==> config.mk <==
export PLATFORM = sky130hd
export DESIGN_NAME = fsm_state_guard
export DESIGN_NICKNAME = d
export VERILOG_FILES = /design/src/rtl/fsm_state_guard.sv
export SDC_FILE = /design/constraint.sdc
export NUM_CORES = 1
export LEC_CHECK = 0
export CORE_UTILIZATION = 58
export DETAILED_ROUTE_END_ITERATION = 16
export DONT_BUFFER_PORTS = 1
export PLACE_DENSITY = 0.78
export SETUP_SLACK_MARGIN = 0.15
export SLEW_MARGIN = 10
export SYNTH_ARGS = -nofsm -noshare
export SYNTH_HDL_FRONTEND = slang
export SYNTH_SLANG_ARGS = --single-unit
==> constraint.sdc <==
create_clock -name clk -period 4 [get_ports clk]
set_input_delay 0.8 -clock clk [delete_from_list [all_inputs] [get_ports clk]]
set_output_delay 0.8 -clock clk [all_outputs]
set_load 0.02 [all_outputs]
==> src/rtl/fsm_state_guard.sv <==
// Security monitor for a 4-state control FSM: flags illegal state transitions,
// escalates them into a MON/WARN/LOCK alarm, and reports dwell-limit (stuck) states.
module fsm_state_guard #(
  parameter int unsigned VIOL_LIMIT = 3,
  parameter int unsigned CNT_W      = 8,
  parameter int unsigned DWELL_MAX  = 1000,
  parameter int unsigned DWELL_W    = 16
) (
  input  logic             clk,
  input  logic             rst,
  input  logic [1:0]       state_in,
  input  logic             clr_alarm,
  output logic             viol_pulse,
  output logic             alarm,
  output logic             lock,
  output logic             stuck,
  output logic [CNT_W-1:0] viol_cnt,
  output logic [1:0]       last_bad_from,
  output logic [1:0]       last_bad_to
);

  typedef enum logic [1:0] {
    G_MON  = 2'd0,
    G_WARN = 2'd1,
    G_LOCK = 2'd2
  } guard_e;

  localparam logic [1:0]         S1        = 2'b01;
  localparam logic [CNT_W-1:0]   LIMIT     = CNT_W'(VIOL_LIMIT);
  localparam logic [DWELL_W-1:0] DWELL_LIM = DWELL_W'(DWELL_MAX);

  guard_e             state_r, state_next;
  logic [1:0]         prev_r;
  logic               primed_r;
  logic               legal;
  logic               viol;
  logic [CNT_W-1:0]   cnt_next;
  logic               limit_hit;
  logic [DWELL_W-1:0] dwell_r, dwell_next;

  // Legal transition graph; S1 is terminal and may only loop on itself.
  always_comb begin
    // NOTE: every always_comb output gets a default first so no path infers a latch.
    legal = 1'b0;
    case ({prev_r, state_in})
      4'b00_00, 4'b00_01, 4'b00_10,
      4'b01_01,
      4'b10_01, 4'b10_10, 4'b10_11,
      4'b11_10, 4'b11_11: legal = 1'b1;
      default:            legal = 1'b0;
    endcase
  end

  // The first edge after reset only primes prev_r, so it is never checked.
  assign viol      = primed_r && !legal;
  assign cnt_next  = (viol_cnt == '1) ? viol_cnt : viol_cnt + 1'b1;
  assign limit_hit = (cnt_next >= LIMIT);

  always_comb begin
    dwell_next = '0;
    if (primed_r && (state_in == prev_r) && (state_in != S1))
      dwell_next = (dwell_r == DWELL_LIM) ? dwell_r : dwell_r + 1'b1;
  end

  // Guard FSM: state register
  always_ff @(posedge clk) begin
    // NOTE: sequential state uses non-blocking assignments so every flop samples pre-edge values.
    if (rst) state_r <= G_MON;
    else     state_r <= state_next;
  end

  // Guard FSM: next state (a violation on the same edge overrides clr_alarm)
  always_comb begin
    state_next = state_r;
    case (state_r)
      G_MON:  if (viol) state_next = limit_hit ? G_LOCK : G_WARN;
      G_WARN: begin
        if (viol) begin
          if (limit_hit) state_next = G_LOCK;
        end else if (clr_alarm) begin
          state_next = G_MON;
        end
      end
      G_LOCK:  state_next = G_LOCK;
      default: state_next = G_MON;
    endcase
  end

  // Guard FSM: outputs decoded from the state register
  always_comb begin
    alarm = (state_r != G_MON);
    lock  = (state_r == G_LOCK);
  end

  // Sampling, violation record and dwell tracking
  always_ff @(posedge clk) begin
    if (rst) begin
      prev_r        <= 2'b00;
      primed_r      <= 1'b0;
      viol_pulse    <= 1'b0;
      viol_cnt      <= '0;
      last_bad_from <= 2'b00;
      last_bad_to   <= 2'b00;
      dwell_r       <= '0;
      stuck         <= 1'b0;
    end else begin
      prev_r     <= state_in;
      primed_r   <= 1'b1;
      viol_pulse <= viol;
      if (viol) begin
        viol_cnt      <= cnt_next;
        last_bad_from <= prev_r;
        last_bad_to   <= state_in;
      end
      dwell_r <= dwell_next;
      stuck   <= (dwell_next == DWELL_LIM);
    end
  end

endmodule

# Word-level counts from Yosys, hierarchy flattened

Memory sizes are Yosys's and may differ from the RTL's.
Cells that the tools add are included.

Equal/unequal tests: 10
Reductions and logical operators: 7
Order comparisons: 1
Add/subtract/negate cells: 2
Multiplexer cells: 10

Operators with widths:

| cell                                                               | number |
|---|---|
| == test 16 x 10 -> 1 bit (second input constant)                   | 2 |
| 2-to-1 mux 16 bit                                                  | 2 |
| adder 16 x 1 -> 16 bit (second input constant)                     | 1 |
| 2-to-1 mux 2 bit                                                   | 5 |
| adder 8 x 1 -> 8 bit (second input constant)                       | 1 |
| == test 8 bit (second input constant)                              | 1 |
| greater-or-equal comparator 8 x 2 -> 1 bit (second input constant) | 1 |
| 2-to-1 mux 8 bit                                                   | 1 |
| inequality test 3 bit (second input constant)                      | 2 |
| case mux 2 bit (3 select lines)                                    | 1 |
| logical AND 1 bit                                                  | 3 |
| AND reduction 3 bit                                                | 1 |
| == test 2 x 1 -> 1 bit (second input constant)                     | 1 |
| == test 2 bit                                                      | 1 |
| == test 2 bit (second input constant)                              | 1 |
| logical NOT 2 bit                                                  | 1 |
| inequality test 2 x 1 -> 1 bit (second input constant)             | 1 |
| inequality test 2 bit (second input constant)                      | 1 |
| nonzero test 2 bit                                                 | 1 |
| logical NOT 1 bit                                                  | 1 |
| 2-to-1 mux 1 bit                                                   | 1 |

Memory bits (read-only): 16
Output and inout bits: 16
Memories kept: 1
Input port bits: 5
Register bits after elaboration: 35
Word-level logic and storage cells: 40

Memory list:

| name             | words | width | read ports | clocked after Yosys merged registers in | wr ports | RTL line | RTL |
|---|---|---|---|---|---|---|---|
| (name not given) | 16    | 1     | 1          | 0                                       | 0        | 45       | `case ({prev_r, state_in})` |

# Logic depth before layout (Yosys ltp)

Depth after elaboration: 6
Mapped depth: 8
Depth with buffers taken out: 8

# Worst setup path after synthesis

OpenSTA, ideal clock, no wires.

Path type: input port to flip-flop
Start: input port state_in[0]
End: register stuck
Cell stages on the path: 7
Arrival time: 1.977 ns
Library setup time: 0.087 ns
Slack: 1.936 ns
Required time: 3.913 ns
Path buffers: 1
Cell sequence: nor3b_1 > a22oi_2 > nand2b_4 > buf_6 > nor4_2 > nand4_1 > nor4b_2

Cells in the longest elaborated chain, start to end: 5
Elaborated cells on any way between the ends: 6
Classes of those cells: eq/ne (3); mux (1); reduce/logical (2)

Ends and longest elaborated chain:

| element                    | RTL line | RTL |
|---|---|---|
| from (decl)                | 11       | `input logic [1:0] state_in,` |
| == test 2 bit              | 61       | `if (primed_r && (state_in == prev_r) && (state_in != S1))` |
| logical AND 1 bit          | 61       |  |
| logical AND 1 bit *        | 61       |  |
| 2-to-1 mux 16 bit *        | 61       |  |
| == test 16 x 10 -> 1 bit * | 116      | `stuck <= (dwell_next == DWELL_LIM);` |
| to (signal assigned)       | 116      |  |
| to (decl)                  | 16       | `output logic stuck,` |

Every way passes the cells marked *; elsewhere a longest branch is shown, timed or not.
A chain may end at the register's enable or synchronous reset.

# Worst setup path in the final report

Start: register dwell_r[0]
End: register stuck

Cells in the longest elaborated chain, start to end: 4
Elaborated cells on any way between the ends: 5
Classes of those cells: add/sub (1); eq/ne (2); mux (2)

Ends and longest elaborated chain:

| element                                                                   | RTL line | RTL |
|---|---|---|
| from (decl)                                                               | 39       | `logic [DWELL_W-1:0] dwell_r, dwell_next;` |
| from (signal assigned)                                                    | 115      | `dwell_r <= dwell_next;` |
| adder 16 x 1 -> 16 bit / == test 16 x 10 -> 1 bit (equally long branches) | 62       | `dwell_next = (dwell_r == DWELL_LIM) ? dwell_r : dwell_r + 1'b1;` |
| 2-to-1 mux 16 bit *                                                       | 62       |  |
| 2-to-1 mux 16 bit *                                                       | 61       |  |
| == test 16 x 10 -> 1 bit *                                                | 116      |  |

Marked as above.

==> reports/summary.txt <==
Required @ worst endpoint: 4.26 ns
Setup Buffers After CTS: 0
Htree depth: 2
Die Area: 0.003432 mm^2
Final Hold Vio Count: 0
Clock slew at reported path FFs: 0.11 ns
Unrepaired setup endpoints after global routing: no
Worst EP arrival: 2.35 ns
Hold Path Depth: 1
PwrDens: 351.9 mW/mm^2
Worst r2r src: dwell_r[0]$_SDFF_PP0_
Top FF cell, synth: dfxtp_1
Final min period: 2.092 ns
CTS tree: done
Mean Syn Cell Area: 8.478 um^2
Depth of the most critical reg-to-reg path: 7
Maximum number of pins on one net before global-route repair: 18
Final slew viol count: 0
Biggest area consumer among synthesized cells: dfxtp_1
Count leader, synth: nor2_1
Max Cap Viol: 0
Placed cells: 249
Root buffer cell: clkbuf_4
Synth-to-Final Area Change: 4.110%
Worst setup SP type: flop
Synth warn: 0
Max_slew headroom: 0.6615
Iteration-0 DRC Markers: 156
Peak supply drop: 0.1794 mV
Dominant cells by area after synthesis: dfxtp_1 (38%), nor2_1 (7.3%), xnor2_1 (5.2%)
Post-CTS Resized: 0
Die height: 58.58 um
Final Cell Area: 0.001933 mm^2
Commonest cells post-synth: nor2_1 (36), dfxtp_1 (35), nand2_1 (14)
Pre-antenna DRT Iters: 4
Worst hold start: rst
Worst Setup End Kind: flop
Syn Nets: 227
Sequential share of the synthesized area: 0.3774
Setup TNS: 0 ns
Area after DPL: 0.001847 mm^2
Share of layout cells above drive strength 1: 0.09859
Crit share post-route: 0.5229
Detailed placement HPWL: 2536 um
GR Overflow Total: 0
Sink Count: 35
Leak: 0.0006807 uW
Final setup violation count: 0
CTS Buf Count: 5
GRT Resource Usage Total: 0.2199
Fillers: 292
WHS: 0.5130 ns
Hold worst-path end: prev_r[1]$_SDFF_PP0_
Initial antenna violation count: 0
Synthesized area: 0.001857 mm^2
Hold_buf cts: 0
WL/cell: 13.74 um
N_diodes: 0
Achievable frequency: 478.1 MHz
Row count: 20
Layout Nets: 220
First-pass GRT wire length: 5754 um
Clock Skew: 0.01012 ns
Worst r2r dst: stuck$_SDFF_PP0_
Worst-Skew Late Latency: 0.34 ns
Worst hold path type: in2reg
Vias in the first global route: 1362
Starting Density: 0.6082
Vias per cell: 5.953
IO Count: 21
Asr flop ratio synth: 0
R2R Setup Slk: 1.91 ns
ANT nets after route: 0
Clock Path Buffers: 2
Number of synthesized flops with an enable pin: 0
DRC Markers: 0
Core Region: 0.003053 mm^2
Die width: 58.58 um
Post-synth top area share: 0.3774
#FFs+latches synth: 35
Port Buf Inserts: 0
Yosys cell types: 50
Status: completed
Total power: 680.3 uW
Pin slew with the least headroom to its limit: 0.5078 ns
Total number of vias: 1530
Final wirelength: 3530 um
Cell count after synthesis: 219
Critical path type: reg2reg
CP Max Fanout: 8
Non-filler instance count after layout: 257
RD Place Congestion: 0.8429
placed cells by master (no fill, tap or decap), types with 2 or more instances in the layout:
master and instances:
nor2b_1 2, and4_1 3, a21oi_1 5, nand2_1 14
a41oi_1 2, nand4_1 8, a311oi_1 2, clkbuf_4 5
o31ai_1 2, a31oi_1 2, xor2_1 9, nand4b_1 2
dfxtp_1 35, xnor2_1 11, nor4_1 2, ha_1 3
inv_1 7, and3_1 5, nand3_1 11, nor2_1 36
mux2i_1 8, o22ai_1 2, nor3_1 8, and2_1 2
routing by layer:
metal / track usage / wire length [um] / up-vias / share of wire
li1: - / - / 754 / -
met1: 0.2671 / 1650 / 724 / 0.47
met2: 0.3760 / 1662 / 44 / 0.47
met3: 0.04176 / 158 / 8 / 0.045
met4: 0.1020 / 58 / 0 / 0.016
met5: 0 / 0 / - / 0
final cells by class:
cell class / instances / area, um^2 / area share
Clock buffer: 6 / 51.30 / 0.02654
Multi-Input combinational cell: 161 / 1054 / 0.5450
Sequential cell: 35 / 700.7 / 0.3625
Inverter: 8 / 30.03 / 0.01553
Clock inverter: 2 / 35.03 / 0.01812
Tap cell: 44 / 55.05 / 0.02848
Timing Repair Buffer: 1 / 7.507 / 0.003884
state kept, by name, indices dropped and copies added (netlist names):
signal and count:
dwell_r 16, viol_cnt 8, last_bad_from 2, last_bad_to 2
prev_r 2, state_r 2, primed_r 1, stuck 1
viol_pulse 1
cells by family after synthesis:
logic type | count (synthesis) | synth area share
multiplexers | 9 | 0.04919
adder cells (fa/ha/maj) | 3 | 0.02022
AO/OA/AOI/OAI | 25 | 0.1038
buffers and inverters | 23 | 0.05525
AND/OR/NAND/NOR | 104 | 0.2999
flip-flops | 35 | 0.3774
XOR/XNOR | 20 | 0.09434
how the worst max path moves through the flow:
stage / from / to / cells past startpoint
6_report: dwell_r[0]$_SDFF_PP0_ / stuck$_SDFF_PP0_ / 7
5_1_grt: viol_cnt[0]$_SDFFE_PP0P_ / state_r[1]$_SDFFE_PP0P_ / 6
4_1_cts: viol_cnt[0]$_SDFFE_PP0P_ / state_r[0]$_SDFFE_PP0P_ / 6
3_5_place_dp: state_in[0] / stuck$_SDFF_PP0_ / 6
3_3_place_gp: state_in[0] / stuck$_SDFF_PP0_ / 6
2_1_floorplan: state_in[0] / stuck$_SDFF_PP0_ / 7
power by group:
| part | total, uW | switching, uW | internal, uW |
|---|---|---|---|
| Clock | 268 | 120 | 148 |
| Combinational | 40.9 | 22.1 | 18.7 |
| Sequential | 372 | 14.8 | 357 |
| Total | 680 | 157 | 523 |
through the flow:
stage | utilization | setup slack (ns)
floorplan | - | 1.936
detailed placement | 0.6049 | 1.827
CTS | 0.6332 | 1.911
finish | 0.6332 | 1.908
global route | 0.6332 | 1.708
global placement | 0.6049 | 1.903
critical path: stages (launching register included):
cell,delay (ns)
dfxtp_1,0.45
ha_1,0.34
nand2_1,0.13
nor2_2,0.34
nand4_1,0.18
xor2_1,0.25
o22ai_1,0.13
nor4b_2,0.21
No activity file was read; power rests on OpenSTA's default activity.
